[src/rtl/blink_pkg.sv]
// Types and constants shared by the button debouncer and the LED blinker.
package blink_pkg;

  localparam int CLK_FREQ_HZ             = 100_000_000;
  localparam int DEFAULT_DEBOUNCE_CYCLES = CLK_FREQ_HZ / 100;  // 10 ms

  typedef enum logic [1:0] {
    RELEASED        = 2'd0,
    PRESS_PENDING   = 2'd1,
    PRESSED         = 2'd2,
    RELEASE_PENDING = 2'd3
  } debounce_state_t;

  function automatic int max_int(input int a, input int b);
    return (a > b) ? a : b;
  endfunction

endpackage

[src/rtl/btn_debounce_if.sv]
// Event bundle from the button debouncer (master) to the LED blinker (slave).
interface btn_debounce_if
  import blink_pkg::*;
#(
  parameter int RATE_W = 2
);
  // Pulses are single-cycle strobes with no back-pressure: there is no
  // valid/ready pair, so the consumer must sample them every clock.
  logic              btn_level;
  logic              press_pulse;
  logic              release_pulse;
  logic              long_press_pulse;
  logic [RATE_W-1:0] rate_sel;
  debounce_state_t   state;

  modport master (
    output btn_level, press_pulse, release_pulse, long_press_pulse, rate_sel, state
  );

  modport slave (
    input btn_level, press_pulse, release_pulse, long_press_pulse, rate_sel, state
  );
endinterface

[src/rtl/sync_2ff.sv]
// Generic two-flop synchroniser for asynchronous inputs; both stages reset to 0.
module sync_2ff #(
  parameter int WIDTH = 1
) (
  input  logic             clk,
  input  logic             rst,
  input  logic [WIDTH-1:0] d,
  output logic [WIDTH-1:0] q
);
  logic [WIDTH-1:0] meta;

  always_ff @(posedge clk) begin
    if (rst) begin
      meta <= '0;
      q    <= '0;
    end else begin
      meta <= d;
      q    <= meta;
    end
  end
endmodule

[src/rtl/btn_debounce.sv]
// Pushbutton debouncer: sync, 4-state bounce filter, press/release pulses, blink-rate selector.
// Optional long-press detection is enabled by defining BTN_DEBOUNCE_LONG_PRESS_EN.
module btn_debounce
  import blink_pkg::*;
#(
  parameter int DEBOUNCE_CYCLES   = DEFAULT_DEBOUNCE_CYCLES,
  parameter int LONG_PRESS_CYCLES = 100_000_000,
  parameter int RATE_LEVELS       = 4
) (
  input  logic           clk_sys,
  input  logic           rst,
  input  logic           btn_raw,
  btn_debounce_if.master evt
);
  localparam int CNT_W  = $clog2(max_int(DEBOUNCE_CYCLES, LONG_PRESS_CYCLES));
  localparam int RATE_W = $clog2(RATE_LEVELS);

  // The edge that enters a pending state is the first filter edge, so the
  // change is accepted when the counter already shows DEBOUNCE_CYCLES-2.
  localparam logic [CNT_W-1:0]  DB_LAST   = CNT_W'(DEBOUNCE_CYCLES - 2);
  localparam logic [RATE_W-1:0] RATE_LAST = RATE_W'(RATE_LEVELS - 1);

  logic              btn_sync;
  debounce_state_t   state_q;
  logic [CNT_W-1:0]  db_cnt;
  logic              level_q;
  logic              press_q;
  logic              release_q;
  logic [RATE_W-1:0] rate_q;

`ifdef BTN_DEBOUNCE_LONG_PRESS_EN
  localparam logic [CNT_W-1:0] LONG_LAST = CNT_W'(LONG_PRESS_CYCLES - 1);
  logic [CNT_W-1:0] hold_cnt;
  logic             long_done;
  logic             long_q;
`endif

  sync_2ff #(.WIDTH(1)) u_sync (
    .clk (clk_sys),
    .rst (rst),
    .d   (btn_raw),
    .q   (btn_sync)
  );

  always_ff @(posedge clk_sys) begin
    if (rst) begin
      state_q   <= RELEASED;
      db_cnt    <= '0;
      level_q   <= 1'b0;
      press_q   <= 1'b0;
      release_q <= 1'b0;
      rate_q    <= '0;
`ifdef BTN_DEBOUNCE_LONG_PRESS_EN
      hold_cnt  <= '0;
      long_done <= 1'b0;
      long_q    <= 1'b0;
`endif
    end else begin
      press_q   <= 1'b0;
      release_q <= 1'b0;
      unique case (state_q)
        RELEASED: begin
          if (btn_sync) begin
            state_q <= PRESS_PENDING;
            db_cnt  <= '0;
          end
        end
        PRESS_PENDING: begin
          if (!btn_sync) begin
            state_q <= RELEASED;
            db_cnt  <= '0;
          end else if (db_cnt == DB_LAST) begin
            state_q <= PRESSED;
            db_cnt  <= '0;
            level_q <= 1'b1;
            press_q <= 1'b1;
            rate_q  <= (rate_q == RATE_LAST) ? '0 : rate_q + RATE_W'(1);
`ifdef BTN_DEBOUNCE_LONG_PRESS_EN
            hold_cnt  <= '0;
            long_done <= 1'b0;
`endif
          end else begin
            db_cnt <= db_cnt + CNT_W'(1);
          end
        end
        PRESSED: begin
          if (!btn_sync) begin
            state_q <= RELEASE_PENDING;
            db_cnt  <= '0;
          end
        end
        RELEASE_PENDING: begin
          // A glitch back to 1 returns to PRESSED silently; hold time is kept.
          if (btn_sync) begin
            state_q <= PRESSED;
            db_cnt  <= '0;
          end else if (db_cnt == DB_LAST) begin
            state_q   <= RELEASED;
            db_cnt    <= '0;
            level_q   <= 1'b0;
            release_q <= 1'b1;
          end else begin
            db_cnt <= db_cnt + CNT_W'(1);
          end
        end
        default: state_q <= RELEASED;
      endcase

`ifdef BTN_DEBOUNCE_LONG_PRESS_EN
      long_q <= 1'b0;
      if (state_q == PRESSED) begin
        if (hold_cnt != '1) hold_cnt <= hold_cnt + CNT_W'(1);
        // long_done keeps a saturated counter from re-firing within one press.
        if (hold_cnt == LONG_LAST && !long_done) begin
          long_q    <= 1'b1;
          long_done <= 1'b1;
          rate_q    <= '0;
        end
      end
`endif
    end
  end

  assign evt.btn_level     = level_q;
  assign evt.press_pulse   = press_q;
  assign evt.release_pulse = release_q;
  assign evt.rate_sel      = rate_q;
  assign evt.state         = state_q;
`ifdef BTN_DEBOUNCE_LONG_PRESS_EN
  assign evt.long_press_pulse = long_q;
`else
  assign evt.long_press_pulse = 1'b0;
`endif

endmodule

[src/flat_wrapper.sv]
// flat-port wrapper written by rule: the top's interface ports become plain ports
module btn_debounce_flat import blink_pkg::*;
#(
  parameter int DEBOUNCE_CYCLES   = DEFAULT_DEBOUNCE_CYCLES,
  parameter int LONG_PRESS_CYCLES = 100_000_000,
  parameter int RATE_LEVELS       = 4
)
  (clk_sys, rst, btn_raw, evt_btn_level, evt_press_pulse, evt_release_pulse, evt_long_press_pulse, evt_rate_sel, evt_state);
  btn_debounce_if #(.RATE_W((2))) evt_i ();
  input  logic clk_sys;
  input  logic rst;
  input  logic btn_raw;
  output wire logic [$bits(evt_i.btn_level)-1:0] evt_btn_level;
  output wire logic [$bits(evt_i.press_pulse)-1:0] evt_press_pulse;
  output wire logic [$bits(evt_i.release_pulse)-1:0] evt_release_pulse;
  output wire logic [$bits(evt_i.long_press_pulse)-1:0] evt_long_press_pulse;
  output wire logic [$bits(evt_i.rate_sel)-1:0] evt_rate_sel;
  output wire logic [$bits(evt_i.state)-1:0] evt_state;
  assign evt_btn_level = evt_i.btn_level;
  assign evt_press_pulse = evt_i.press_pulse;
  assign evt_release_pulse = evt_i.release_pulse;
  assign evt_long_press_pulse = evt_i.long_press_pulse;
  assign evt_rate_sel = evt_i.rate_sel;
  assign evt_state = evt_i.state;
  btn_debounce #(.DEBOUNCE_CYCLES(DEBOUNCE_CYCLES), .LONG_PRESS_CYCLES(LONG_PRESS_CYCLES), .RATE_LEVELS(RATE_LEVELS)) u_core (.clk_sys(clk_sys), .rst(rst), .btn_raw(btn_raw), .evt(evt_i));
endmodule
[config.mk]
export PLATFORM = sky130hd
export DESIGN_NAME = btn_debounce_flat
export DESIGN_NICKNAME = d
export VERILOG_FILES = /design/src/rtl/blink_pkg.sv /design/src/rtl/btn_debounce_if.sv /design/src/rtl/sync_2ff.sv /design/src/rtl/btn_debounce.sv /design/src/flat_wrapper.sv
export SDC_FILE = /design/constraint.sdc
export NUM_CORES = 1
export LEC_CHECK = 0
export CAP_MARGIN = 25
export CORE_ASPECT_RATIO = 0.7
export CORE_MARGIN = 5
export CORE_UTILIZATION = 40
export DETAILED_ROUTE_END_ITERATION = 10
export PLACE_DENSITY = 0.54
export SKIP_CTS_REPAIR_TIMING = 1
export SYNTH_ARGS = -nofsm -noshare
export SYNTH_HDL_FRONTEND = slang
export SYNTH_HIERARCHICAL = 1
export SYNTH_SLANG_ARGS = --single-unit
[constraint.sdc]
create_clock -name clk_sys -period 4.3 [get_ports clk_sys]
set_input_delay 0.43 -clock clk_sys [delete_from_list [all_inputs] [get_ports clk_sys]]
set_output_delay 0.43 -clock clk_sys [all_outputs]
set_load 0.03 [all_outputs]
==> flow_summary.ini <==
[floorplan]
dieArea_um2 = 6050
start_util_pct = 41.8
fp.dieW_um = 90.9
die_h_um = 66.6
core_area_um2 = 4380
fp-row-count = 20
ios = 11

[critical_path]
crit_path_end_kind = flip-flop
rrSetupSlack_ns = 2.07
r2r-start = u_core/db_cnt[0]
cp-startpoint = u_core/db_cnt[0]
arrival_ns = 2.45
reg2reg_depth = 9
cp-start-kind = flip-flop
crit_end = u_core/db_cnt[16]
critical_path_class = reg2reg
cp.required_ns = 4.51
r2r_end = u_core/db_cnt[16]
critPathMaxFanout = 25

[timing]
max_slew_margin_pct = 50.8
min_period_over_period_pct = 52.0
fmax_mhz = 447
setup_viol = 0
timing.final.crit_period_ns = 2.23
rsz0062_at_grt = false
fin_skew_ns = 0.0103
hold_viol = 0
tightest_slew_ns = 0.732
setup_tns_ns = 0
fin_ws_ns = 2.07
final_max_slew_viol_count = 0

[grt]
grt_pass1_vias = 1573
antenna_found_initial = 0
grt_max_degree = 26
grt_pass1_wl_um = 7490
grt_overflow_total = 0
grtUsageTotal_pct = 15.5

[place]
pre_cts_slack_ns = 1.94
place_congestion = 0.840
dp_hpwl_um = 3290
portBuffers = 9
placed_cell_area_um2 = 1970

[flow_run]
drv_cap = 0

[pwr]
netSwitchingFraction_pct = 21.3
combPwrFrac_pct = 4.0
p_int_uw = 486
power_frac_clock_pct = 41.4
p_per_area_nw_per_um2 = 298
ir_drop_mv = 0.171
switchingPower_uw = 131
leakage_nw = 0.724
seq_power_share_pct = 54.6

[detailed_routing]
antenna_left = 0
met3_length_um = 303
drt-total-wl_um = 4470
wl_met1_um = 2280
top_layer = met4
dr.pass1.iters = 5
route.detailed.drc = 0
drtIter0Drc = 173
vias = 1716
dr_wl_met2_um = 1860
via_per_inst = 5.94
wl_per_cell_um = 15.5

[clocking]
cts_inserted_buffers = 5
tritoncts = done
cts.sinks = 36
root_buffer = clkbuf_8
clk_pin_slew_worst_paths_ns = 0.07
htreeDepth = 2
clk_path_buf_depth = 2
clock_latency_ns = 0.28

[cells_and_area]
fin_nets = 240
num_antenna_cells = 0
multiInputGateArea_um2 = 1030
seq_area_um2 = 721
drive_gt1_share_pct = 5.13
areaGrowthSynthToFinish_pct = 13.1
fillers = 439
stdcell_area_um2 = 2070

[synthesis]
netlist_area_um2 = 1830
netlist_instances = 226
synthesis.nets = 232
avgSynthCellArea_um2 = 8.10
synth.area.mux_share_pct = 2.73
synthAdderAreaFrac_pct = 2.05
ys.flop_type = dfxtp_1
synth-compound-area-share_pct = 19.8
synthArstFlopShare_pct = 0
synth_xor_area_share_pct = 1.91
synth_cell_type_count = 42
netlist_top_cells_count = dfxtp_1 (36), nand2_1 (28), a21oi_1 (15)
yosysTopAreaCellShare_pct = 39.4
yosys_warnings = 6
ys_seq_elements = 36
synth_top_family_by_area = simple AND/OR/NAND/NOR gates
yosys.area.top_type = dfxtp_1
ys_seq_area_share_pct = 39.4
yosys-top-cells-area = dfxtp_1 (39%), nand2_1 (5.7%), a31oi_1 (4.8%), a21oi_1 (4.1%), nand4_1 (3.8%)
synth.most_common_cell = dfxtp_1
synth-simple-area-share_pct = 28.8
synth_edf_count = 0

[min_path]
hold_class = reg2reg
timing.hold.worst.start = u_core/u_sync/meta

[status]
status = finished clean
-- layout by cell type (no fill, tap or decap), types with 2 or more instances in the layout --
cell / count
a21o_1: 2
buf_4: 2
a31oi_1: 14
nor3_1: 5
a21oi_1: 15
ha_1: 3
nand2_1: 28
and4_1: 6
a22oi_1: 2
nand3_1: 11
nor4b_1: 3
inv_1: 10
nand2b_1: 2
nand4_1: 11
nor2_1: 10
xor2_1: 3
o21ai_0: 11
clkdlybuf4s50_1: 9
o31a_1: 2
mux2i_1: 5
nor4_1: 6
a41oi_1: 2
nor2b_1: 4
and3_1: 5
clkbuf_8: 7
o21ai_1: 4
dfxtp_1: 36
-- critical path, cell delays in order, from the launching register on --
cell and delay (ns):
dfxtp_1 0.39, inv_1 0.09, ha_1 0.21, nor4b_1 0.14
and3_1 0.22, a211oi_4 0.48, buf_8 0.25, buf_4 0.16
a21oi_1 0.06, a21oi_1 0.17
-- worst min-delay path by stage --
stage                            to  slack [ns]  cells past startpoint
floorplan           u_core/u_sync/q        0.41                      1
global placement    u_core/u_sync/q        0.43                      1
detailed placement  u_core/u_sync/q        0.43                      1
CTS                 u_core/u_sync/q        0.45                      1
global route        u_core/u_sync/q        0.48                      1
finish              u_core/u_sync/q        0.44                      1
-- cell type report --
| cell class | count | share of cell area (%) |
|---|---|---|
| Timing Repair Buffer | 12 | 5.80 |
| Clock buffer | 7 | 4.65 |
| Sequential cell | 36 | 34.8 |
| Inverter | 10 | 1.81 |
| Tap cell | 55 | 3.32 |
| Multi-Input combinational cell | 169 | 49.6 |
-- cell families after synthesis --
| family | Yosys count |
|---|---|
| AO/OA/AOI/OAI | 59 |
| XOR/XNOR | 4 |
| adder cells (fa/ha/maj) | 3 |
| buffers and inverters | 21 |
| flip-flops | 36 |
| multiplexers | 5 |
| other | 1 |
| AND/OR/NAND/NOR | 97 |
-- registers in the layout, summed over array words and instances, names as in the netlist, named ones only --
name / count
u_core/u_sync/meta: 1
u_core/u_sync/q: 1
u_core/evt.btn_level: 1
u_core/db_cnt: 27
u_core/evt.press_pulse: 1
u_core/evt.state: 1
u_core/evt.release_pulse: 1
u_core/evt.rate_sel: 2
-- metal layers --
metal	vias to the layer above	track usage, %
li1	852	-
met1	793	22.3
met2	67	22.5
met3	4	3.95
met4	0	4.95
met5	-	0
-- through the flow --
stage	std cells	util [%]	power (mW)	hold WS (ns)
after global routing	289	47.3	0.644	0.480
final	289	47.3	0.618	0.445
after global placement	281	44.7	0.369	0.428
after CTS	289	47.3	0.627	0.447
after detailed placement	282	45.1	0.370	0.430
after floorplan	226	-	0.360	0.414
-- power by group through the flow --
stage / Sequential, mW / Clock (mW) / Combinational [mW]
CTS: 0.337 / 0.265 / 0.0250
detailed placement: 0.345 / 0 / 0.0249
global placement: 0.345 / 0 / 0.0243
global route: 0.337 / 0.279 / 0.0276
finish: 0.337 / 0.256 / 0.0249
floorplan: 0.347 / 0 / 0.0136
(Power assumes the default switching activity.)
